File: src/rtl/quire_readout_ctrl.sv
// Readout sequencer for one quire pass: stall/drain the accumulator, run the
// carry-resolve stage, hand the captured window downstream, optionally clear.
//
// state   | meaning
// IDLE    | accumulator in service, waiting for a host read request
// DRAIN   | accumulator stalled, waiting for DRAIN_CYCLES quiet cycles
// START   | arming the carry-resolve stage (enable strobe goes out next)
// CONVERT | carry walk in progress, bounded by TIMEOUT
// HOLD    | result presented on the valid/ready output
// CLEAR   | quire clear pulse before returning to service
module quire_readout_ctrl #(
    parameter int DRAIN_CYCLES = 4,
    parameter int TIMEOUT      = 32,
    parameter int FRAC_W       = 128
) (
    input  logic              clk,
    input  logic              rst,
    input  logic              rd_req,
    input  logic              rd_clear,
    output logic              rd_ack,
    input  logic              acc_busy,
    output logic              acc_stall,
    output logic              csa_enable,
    input  logic              csa_finish,
    input  logic [FRAC_W-1:0] csa_frac,
    input  logic [2:0]        csa_blk,
    input  logic              csa_sign,
    output logic              out_valid,
    input  logic              out_ready,
    output logic [FRAC_W-1:0] out_frac,
    output logic [2:0]        out_blk,
    output logic              out_sign,
    output logic              quire_clr,
    output logic              busy,
    output logic              timeout_err
);

    typedef enum logic [2:0] {
        S_IDLE,
        S_DRAIN,
        S_START,
        S_CONVERT,
        S_HOLD,
        S_CLEAR
    } state_t;

    localparam logic [3:0] DRAIN_LAST = 4'(DRAIN_CYCLES - 1);
    localparam logic [7:0] TMO_LAST   = 8'(TIMEOUT - 1);

    state_t     state;
    logic [3:0] drain_cnt;
    logic [7:0] tmo_cnt;
    logic       clr_pend;

    assign busy = (state != S_IDLE);

    always_ff @(posedge clk or posedge rst) begin
        if (rst) begin
            state       <= S_IDLE;
            drain_cnt   <= '0;
            tmo_cnt     <= '0;
            clr_pend    <= 1'b0;
            rd_ack      <= 1'b0;
            acc_stall   <= 1'b0;
            csa_enable  <= 1'b0;
            out_valid   <= 1'b0;
            out_frac    <= '0;
            out_blk     <= '0;
            out_sign    <= 1'b0;
            quire_clr   <= 1'b0;
            timeout_err <= 1'b0;
        end else begin
            rd_ack     <= 1'b0;
            csa_enable <= 1'b0;
            quire_clr  <= 1'b0;
            case (state)
                S_IDLE: begin
                    if (rd_req) begin
                        rd_ack      <= 1'b1;
                        clr_pend    <= rd_clear;
                        timeout_err <= 1'b0;
                        drain_cnt   <= '0;
                        acc_stall   <= 1'b1;
                        state       <= S_DRAIN;
                    end
                end
                S_DRAIN: begin
                    // any busy cycle restarts the quiet-cycle count
                    if (acc_busy) begin
                        drain_cnt <= '0;
                    end else if (drain_cnt == DRAIN_LAST) begin
                        state <= S_START;
                    end else begin
                        drain_cnt <= drain_cnt + 4'd1;
                    end
                end
                S_START: begin
                    csa_enable <= 1'b1;
                    tmo_cnt    <= '0;
                    state      <= S_CONVERT;
                end
                S_CONVERT: begin
                    // finish takes priority over a coincident timeout
                    if (csa_finish) begin
                        out_frac  <= csa_frac;
                        out_blk   <= csa_blk;
                        out_sign  <= csa_sign;
                        out_valid <= 1'b1;
                        state     <= S_HOLD;
                    end else if (tmo_cnt == TMO_LAST) begin
                        timeout_err <= 1'b1;
                        acc_stall   <= 1'b0;
                        state       <= S_IDLE;
                    end else begin
                        tmo_cnt <= tmo_cnt + 8'd1;
                    end
                end
                S_HOLD: begin
                    if (out_ready) begin
                        out_valid <= 1'b0;
                        if (clr_pend) begin
                            quire_clr <= 1'b1;
                            state     <= S_CLEAR;
                        end else begin
                            acc_stall <= 1'b0;
                            state     <= S_IDLE;
                        end
                    end
                end
                S_CLEAR: begin
                    acc_stall <= 1'b0;
                    state     <= S_IDLE;
                end
                default: begin
                    acc_stall <= 1'b0;
                    out_valid <= 1'b0;
                    state     <= S_IDLE;
                end
            endcase
        end
    end

endmodule

File: config.mk
export PLATFORM = sky130hd
export DESIGN_NAME = quire_readout_ctrl
export DESIGN_NICKNAME = d
export VERILOG_FILES = /design/src/rtl/quire_readout_ctrl.sv
export SDC_FILE = /design/constraint.sdc
export NUM_CORES = 1
export LEC_CHECK = 0
export BUFFER_PORTS_ARGS = -buffer_cell sky130_fd_sc_hd__buf_4
export CAP_MARGIN = 20
export CORE_MARGIN = 3
export CORE_UTILIZATION = 50
export CTS_BUF_LIST = sky130_fd_sc_hd__clkbuf_8 sky130_fd_sc_hd__clkbuf_16
export DETAILED_ROUTE_END_ITERATION = 7
export HOLD_SLACK_MARGIN = 0.03
export PLACE_DENSITY = 0.89
export REMOVE_ABC_BUFFERS = 1
export SYNTH_ARGS = -nofsm -noshare
export SYNTH_HDL_FRONTEND = slang
export SYNTH_SLANG_ARGS = --single-unit
File: constraint.sdc
create_clock -name clk -period 9 [get_ports clk]
set_clock_uncertainty 0.15 [all_clocks]
set_input_delay 1.35 -clock clk [delete_from_list [all_inputs] [get_ports clk]]
set_output_delay 1.35 -clock clk [all_outputs]
set_load 0.05 [all_outputs]
Word-level counts from Yosys, hierarchy flattened
Cells that the tools add are included.

Output and inout bits: 139. Logic and storage cells: 84. Flip-flop bits (word level): 154. Bits of input ports: 139.

Mux-type cells: 34. $add $sub $neg: 2. Reductions and logical operators: 15. Bitwise logic cells: 2. Equality and inequality tests: 18.

Operators with widths (number): 2-to-1 mux 3 bit (7); inequality test 2 bit, second input constant (9); 2-to-1 mux 1 bit (16); 2-to-1 mux 8 bit (2); one-hot mux 8 bit (2 select lines) (1); one-hot mux 3 bit (5 select lines) (1); 2-to-1 mux 4 bit (3); AND reduction 3 bit (3); adder 8 x 1 -> 8 bit, second input constant (1); equality test 8 x 5 -> 1 bit, second input constant (1); one-hot mux 4 bit (2 select lines) (1); equality test 3 x 2 -> 1 bit, second input constant (2); equality test 3 bit, second input constant (2); inequality test 3 bit, second input constant (2); AND reduction 6 bit (1); nonzero test 2 bit (3); AND reduction 5 bit (1); adder 4 x 1 -> 4 bit, second input constant (1); equality test 4 x 2 -> 1 bit, second input constant (1); one-hot mux 1 bit (4 select lines) (1); AND reduction 2 bit (2); AND reduction 4 bit (1); OR reduction 4 bit (1); equality test 3 x 1 -> 1 bit, second input constant (1); other kinds (6) (7).

Longest topological paths before layout
Gate-level depths: netlist (run 1).

Depth after elaboration: 4. Gate-level depth with buffers: 5. Depth with buffers taken out: 5.

Least setup slack after synthesis (run 1)
No wires, ideal clock.

Path kind: register to output. From: reg state[0]. To: out busy. Stages on the path, launching flop included: 3. Data arrival time: 1.139 ns. Data required time: 7.500 ns. Slack: 6.361 ns. Path buffers: 1. Cells stage by stage: dfrtp_1 buf_2 or3_1.

Longest elaborated chain between the ends: 1.

Ends and longest elaborated chain: from (decl) (RTL line 50) `state_t state;`; from (signal assigned) (RTL line 59) `state <= S_IDLE;`; from (signal assigned) (RTL line 84) `state <= S_DRAIN;`; from (signal assigned) (RTL line 92) `state <= S_START;`; nonzero test 3 bit (RTL line 55) `assign busy = (state != S_IDLE);`; to (decl) (RTL line 34) `output logic busy,`.

No other way between the ends.

Final worst setup path (run 1)
From: in csa_finish. To: reg out_frac[12].

Longest elaborated chain between the ends: 1.

Ends and longest elaborated chain: from (decl) (RTL line 24) `input logic csa_finish,`; AND reduction 2 bit (no line); to (signal assigned) (RTL line 105) `out_frac <= csa_frac;`; to (decl) (RTL line 30) `output logic [FRAC_W-1:0] out_frac,`.

No other way between the ends. A chain may end at the register's enable or synchronous reset.

==> flow_summary.yaml, run 1 <==
placed_design:
  gp_congestion: 0.8107
  post-dp-hpwl_mm: 11.31
  io_buffers: 277
  place_ws_ps: 5146
critical_path:
  end_kind: "flop"
  critPathMaxFanout: 79
  start_kind: "input pin"
  crit_type: "input pin to flop"
  max_stage_delay_ps: 870
  crit_buf_inv: 2
  cp_top_family: "buffers and inverters"
  crit_top_cell: "buf_4"
  cpMaxStageDelayCell: "buf_4"
  crit_arrival_ps: 3550
  cp_cell_sequence: "buf_4 > nor2b_1 > nand3_4 > buf_4 > mux2_1"
  cp.required_ps: 9130
cells_and_area:
  antenna_cells: 0
  drive_above_1_share: 0.5599
  fillers: 702
  final_net_count: 812
  layout.area.seq_sq_um: 3854
  multi_input_area_sq_um: 2067
  area_growth_pct: 47.02
cts:
  ctsHoldBuffers: 0
  ctsResizeCount: 0
  clk_latency_ps: 410
  cts_setup_buffers: 0
  clockBufferDepth: 2
  cts-root-buf: "clkbuf_16"
  cts_tree: "built"
  clkTransAtPathRegs_ps: 60
  cts_made_buffers: 17
  cts_sinks: 154
  h-tree-depth: 4
route:
  first_iter_violations: 233
  ant_nets: 0
  drc: 0
  firstDrtPassIters: 6
  finalWirelength_mm: 15.66
  avgRoutedWirePerCell_microns: 18.94
  viasPerCell: 5.264
  vias: 4353
yosys:
  synth-seq-cells: 154
  yosysWarnings: 0
  async_flop_share: 1.000
  synth_ff_type: "dfrtp_1"
  synth_area_leaders: "dfrtp_1 64%, mux2_1 13%, mux2_2 12%"
  netlist_area_sq_um: 6030
  synth_top_area_frac: 0.6391
  syn_area_per_cell_sq_um: 15.46
  synth_edf_count: 0
  synthCells: 390
  yosysSeqAreaShare: 0.6391
  synth_top_area_cell: "dfrtp_1"
  synthDistinctLibCells: 43
die:
  io_pins: 278
  rows: 39
  coreArea_sq_um: 11610
  dieHeight_microns: 115.8
  die_w_microns: 115.8
  start_util: 0.5192
  die-area_sq_um: 13410
sta:
  finalHoldViolCount: 0
  worstMarginPinSlew_ps: 971.2
  setup_tns_ps: 0
  drv_slew: 0
  fmax_mhz: 292.7
  relSlewSlack: 0.3525
  setup_ws_ps: 5583
  period_share: 0.3796
  finalCriticalPeriod_ps: 3417
  finalSetupViolCount: 0
  rsz0062_at_grt: "no"
global_route:
  grt_max_degree: 86
  grt_pass1_vias: 4577
  grt_pass1_wl_mm: 23.39
  grt_use_total: 0.2298
  antenna_found_initial: 0
  grt.overflow.total: 0
job:
  maxCapViolCount: 0
run_status:
  outcome: "complete, no violations"
worst_hold_path:
  min_path_type: "flop to flop"
[synth_stat cells, drive strengths merged, types with 3 or more instances]
cell and instances:
a21oi 6, buf 16, dfrtp 154, inv 3, mux2 135, mux2i 4, nand2 11, nand2b 6
nand3 6, nor2 5, nor3 3, o21ai 5, o31ai 3
[metal layers]
metal | up-vias | share of wire | global-route usage | wire length, microns
met5 | - | 0 | 0 | 0
li1 | 1962 | - | - | -
met4 | 0 | 0.033 | 0.1075 | 514
met2 | 204 | 0.54 | 0.4124 | 8493
met1 | 2148 | 0.34 | 0.2408 | 5345
met3 | 39 | 0.084 | 0.07990 | 1310
[through the flow]
stage	util	cell area [sq um]	cells	hold WS, ps
4_1_cts	0.7609	8837	826	346.3
3_5_place_dp	0.7070	8210	794	332.2
5_1_grt	0.7633	8865	827	361.7
3_3_place_gp	0.7070	8210	794	324.6
6_report	0.7633	8865	827	341.5
2_1_floorplan	-	5924	372	322.7
[worst register-to-register path: stages (launching register included)]
cell and delay [ps]:
dfrtp_1 620, nor2b_1 160, nand3_4 570, buf_4 900, mux2_1 450
[layout by cell type, fill, tap and decap left out, types with 2 or more instances in the layout]
master | Yosys | routed
buf_4 | 7 | 279
inv_1 | 3 | 3
mux2_1 | 70 | 70
ha_1 | 2 | 2
nor2_1 | 5 | 5
or3_1 | 2 | 2
clkbuf_16 | 0 | 17
nor3_1 | 3 | 3
and3b_1 | 2 | 2
a22o_1 | 2 | 2
nand3_1 | 5 | 5
a21oi_1 | 5 | 5
bufinv_16 | 0 | 4
nand4_1 | 2 | 2
nand2_1 | 11 | 11
clkinv_2 | 0 | 5
nand2b_1 | 6 | 6
inv_6 | 0 | 2
dfrtp_1 | 154 | 154
o21ai_0 | 4 | 4
or4b_1 | 2 | 2
clkbuf_8 | 0 | 2
o31ai_1 | 3 | 3
mux2_2 | 65 | 65
mux2i_1 | 4 | 4
xor2_1 | 2 | 2
[kinds of logic (layout without fill, tap and decap cells)]
family | Yosys count | in the layout | share of synthesized area
flip-flops | 154 | 154 | 0.6391
adder cells (fa/ha/maj) | 2 | 2 | 0.004150
XOR/XNOR | 3 | 3 | 0.004359
AND/OR/NAND/NOR | 48 | 48 | 0.04835
AO/OA/AOI/OAI | 23 | 23 | 0.02594
buffers and inverters | 21 | 315 | 0.01930
multiplexers | 139 | 139 | 0.2588
[cell type report]
| cell class | instances | share of cell area |
|---|---|---|
| sequential | 154 | 0.4347 |
| timing repair buffer | 280 | 0.2394 |
| multi-input combinational | 215 | 0.2332 |
| clock buffer | 19 | 0.05109 |
| tap | 143 | 0.02018 |
| clock inverter | 13 | 0.01962 |
| inverter | 3 | 0.001835 |
[sequential cells by signal, summed over array words and instances, names as in the netlist]
| name | count |
|---|---|
| out_frac | 128 |
| tmo_cnt | 8 |
| drain_cnt | 4 |
| out_blk | 3 |
| state | 3 |
| acc_stall | 1 |
| clr_pend | 1 |
| csa_enable | 1 |
| out_sign | 1 |
| out_valid | 1 |
| quire_clr | 1 |
| rd_ack | 1 |
| timeout_err | 1 |
[path summary, 6_finish.rpt]
check,from,to,slack [ps],cells after the start
worst max-delay path,csa_finish,out_frac[12]$_DFFE_PP0P_,5580,5
worst min-delay path,out_frac[30]$_DFFE_PP0P_,out_frac[30]$_DFFE_PP0P_,340,1
worst max register to register,state[2]$_DFFE_PP0P_,out_frac[12]$_DFFE_PP0P_,6020,4
worst min register to register,out_frac[30]$_DFFE_PP0P_,out_frac[30]$_DFFE_PP0P_,340,1
max in group asynchronous,rst,out_frac[16]$_DFFE_PP0P_,6630,4
min in group asynchronous,rst,out_frac[36]$_DFFE_PP0P_,860,2
Power of run 1 is left out: the tool's default activity adds up to more than one toggle a clock period on the data nets, which glitch-free logic cannot reach.
==> inputs of run 2 (changes only) <==
CORE_UTILIZATION = 42   (was 50)
PLACE_DENSITY = 0.8   (was 0.89)
clock period = 2.9 ns   (was 9 ns; I/O delays follow)
==> run 2 against run 1 <==
Compared with the run above:
- non-clock buffer count grew 2
- register-to-register slack lost 5300 ps
- sequential share of layout area shrank 0.40 points
- clock-buffer cell count grew 3
- flip-flop and latch count is the same
- final area grew 0.93%
- wire length shrank 5.2%
- utilization shrank 12 points
- die area grew 18%
- global-route usage shrank 4.2 points
- first-iteration DRC count grew 0.86%
- via count shrank 0.94%
==> flow_summary.yaml, run 2 (synthesis gave the netlist of run 1 again) <==
run_status:
  outcome: "complete, no violations"
cells_and_area:
  fin_util: 0.6421
  top_regs: "out_frac (128), tmo_cnt (8), drain_cnt (4)"
  layout_commonest_cell: "buf_4"
  largest_reg_flops: 128
  area_growth_pct: 48.39
  final_net_count: 814
  drive_above_1_share: 0.5562
  fin_cells: 865
  layout_common_cells: "277 x buf_4, 154 x dfrtp_1, 70 x mux2_1, 65 x mux2_2, 17 x clkbuf_16"
  top_register: "out_frac"
  antenna_cells: 0
critical_path:
  critPathMaxFanout: 59
  reg2reg_slack_ps: 670
  start_kind: "flop"
  crit_type: "flop to flop"
  cp.required_ps: 3040
  crit_arrival_ps: 2360
  end_kind: "flop"
sta:
  drv_slew: 0
  period_share: 0.7681
  finalSetupViolCount: 0
  rsz0062_at_grt: "no"
  relSlewSlack: 0.6295
  worstMarginPinSlew_ps: 554.4
  finalHoldViolCount: 0
  setup_tns_ps: 0
  finalCriticalPeriod_ps: 2227
  fmax_mhz: 449.0
placed_design:
  post-dp-hpwl_mm: 11.23
  place_inst: 833
  gp_congestion: 0.8250
  io_buffers: 277
cts:
  clkTransAtPathRegs_ps: 60
  clk_latency_ps: 410
  h-tree-depth: 4
  cts_tree: "built"
  cts_made_buffers: 17
  cts_setup_buffers: 0
  cts_sinks: 154
  clockBufferDepth: 2
  ctsHoldBuffers: 1
  ctsResizeCount: 0
  cts-root-buf: "clkbuf_16"
route:
  vias: 4312
  ant_nets: 0
  wl_met3_mm: 1.169
  dr.max_layer_used: "met4"
  viasPerCell: 4.985
  met1Wirelength_mm: 5.663
  wl_met2_mm: 7.784
  avgRoutedWirePerCell_microns: 17.17
  drc: 0
  firstDrtPassIters: 4
  finalWirelength_mm: 14.85
  first_iter_violations: 235
global_route:
  grt_pass1_vias: 4498
  grt_max_degree: 67
  grt.overflow.total: 0
  antenna_found_initial: 0
  grt_pass1_wl_mm: 23.52
  grt_use_total: 0.1874
die:
  die-area_sq_um: 15830
  start_util: 0.4327
  rows: 43
  die_w_microns: 125.8
  io_pins: 278
  coreArea_sq_um: 13930
  dieHeight_microns: 125.8
worst_hold_path:
  min_path_type: "input pin to flop"
job:
  maxCapViolCount: 0
[run 2: changes by cell type in the layout (fill, tap and decap cells not counted), moves of 2 or more]
cell	delta
buf_12	+4
clkbuf_8	+3
clkinv_2	-4
buf_4	-2
inv_1	+2
[run 2: critical path: stages, from the launching register on]
cell and delay [ps]:
dfrtp_1 520, nor2b_1 310, nand3_4 360, buf_12 350, mux2_1 360
[run 2: stage by stage]
step,hold WS (ps),setup WS (ps),area [sq um]
6_report,86.49,672.6,8947
2_1_floorplan,322.7,-1835,5924
3_5_place_dp,295.4,670.8,8322
5_1_grt,73.37,535.3,8947
4_1_cts,66.47,657.1,8947
3_3_place_gp,287.5,750.0,8322
[run 2: routing by layer]
layer  GRT usage  up-vias
met5           0        -
met4     0.06246        0
met3     0.06319       16
met2      0.3304      171
met1      0.2148     2172
li1            -     1953
[run 2: cell type report]
| type | instances | area (sq um) |
|---|---|---|
| Clock inverter | 9 | 121.4 |
| Tap cell | 180 | 225.2 |
| Timing Repair Buffer | 282 | 2170 |
| Multi-Input combinational cell | 215 | 2067 |
| Inverter | 3 | 16.27 |
| Sequential cell | 154 | 3854 |
| Fill cell | 1070 | 4987 |
| Clock buffer | 22 | 494.2 |
[run 2: final timing paths]
kind,start,end,cells after the start
setup / recovery,state[2]$_DFFE_PP0P_,out_frac[38]$_DFFE_PP0P_,4
hold / removal,csa_frac[119],out_frac[119]$_DFFE_PP0P_,2
setup reg to reg,state[2]$_DFFE_PP0P_,out_frac[38]$_DFFE_PP0P_,4
hold reg to reg,out_frac[25]$_DFFE_PP0P_,out_frac[25]$_DFFE_PP0P_,1
max in group asynchronous,rst,out_frac[75]$_DFFE_PP0P_,4
min in group asynchronous,rst,out_frac[33]$_DFFE_PP0P_,3
Power of run 2 is left out for the same reason.
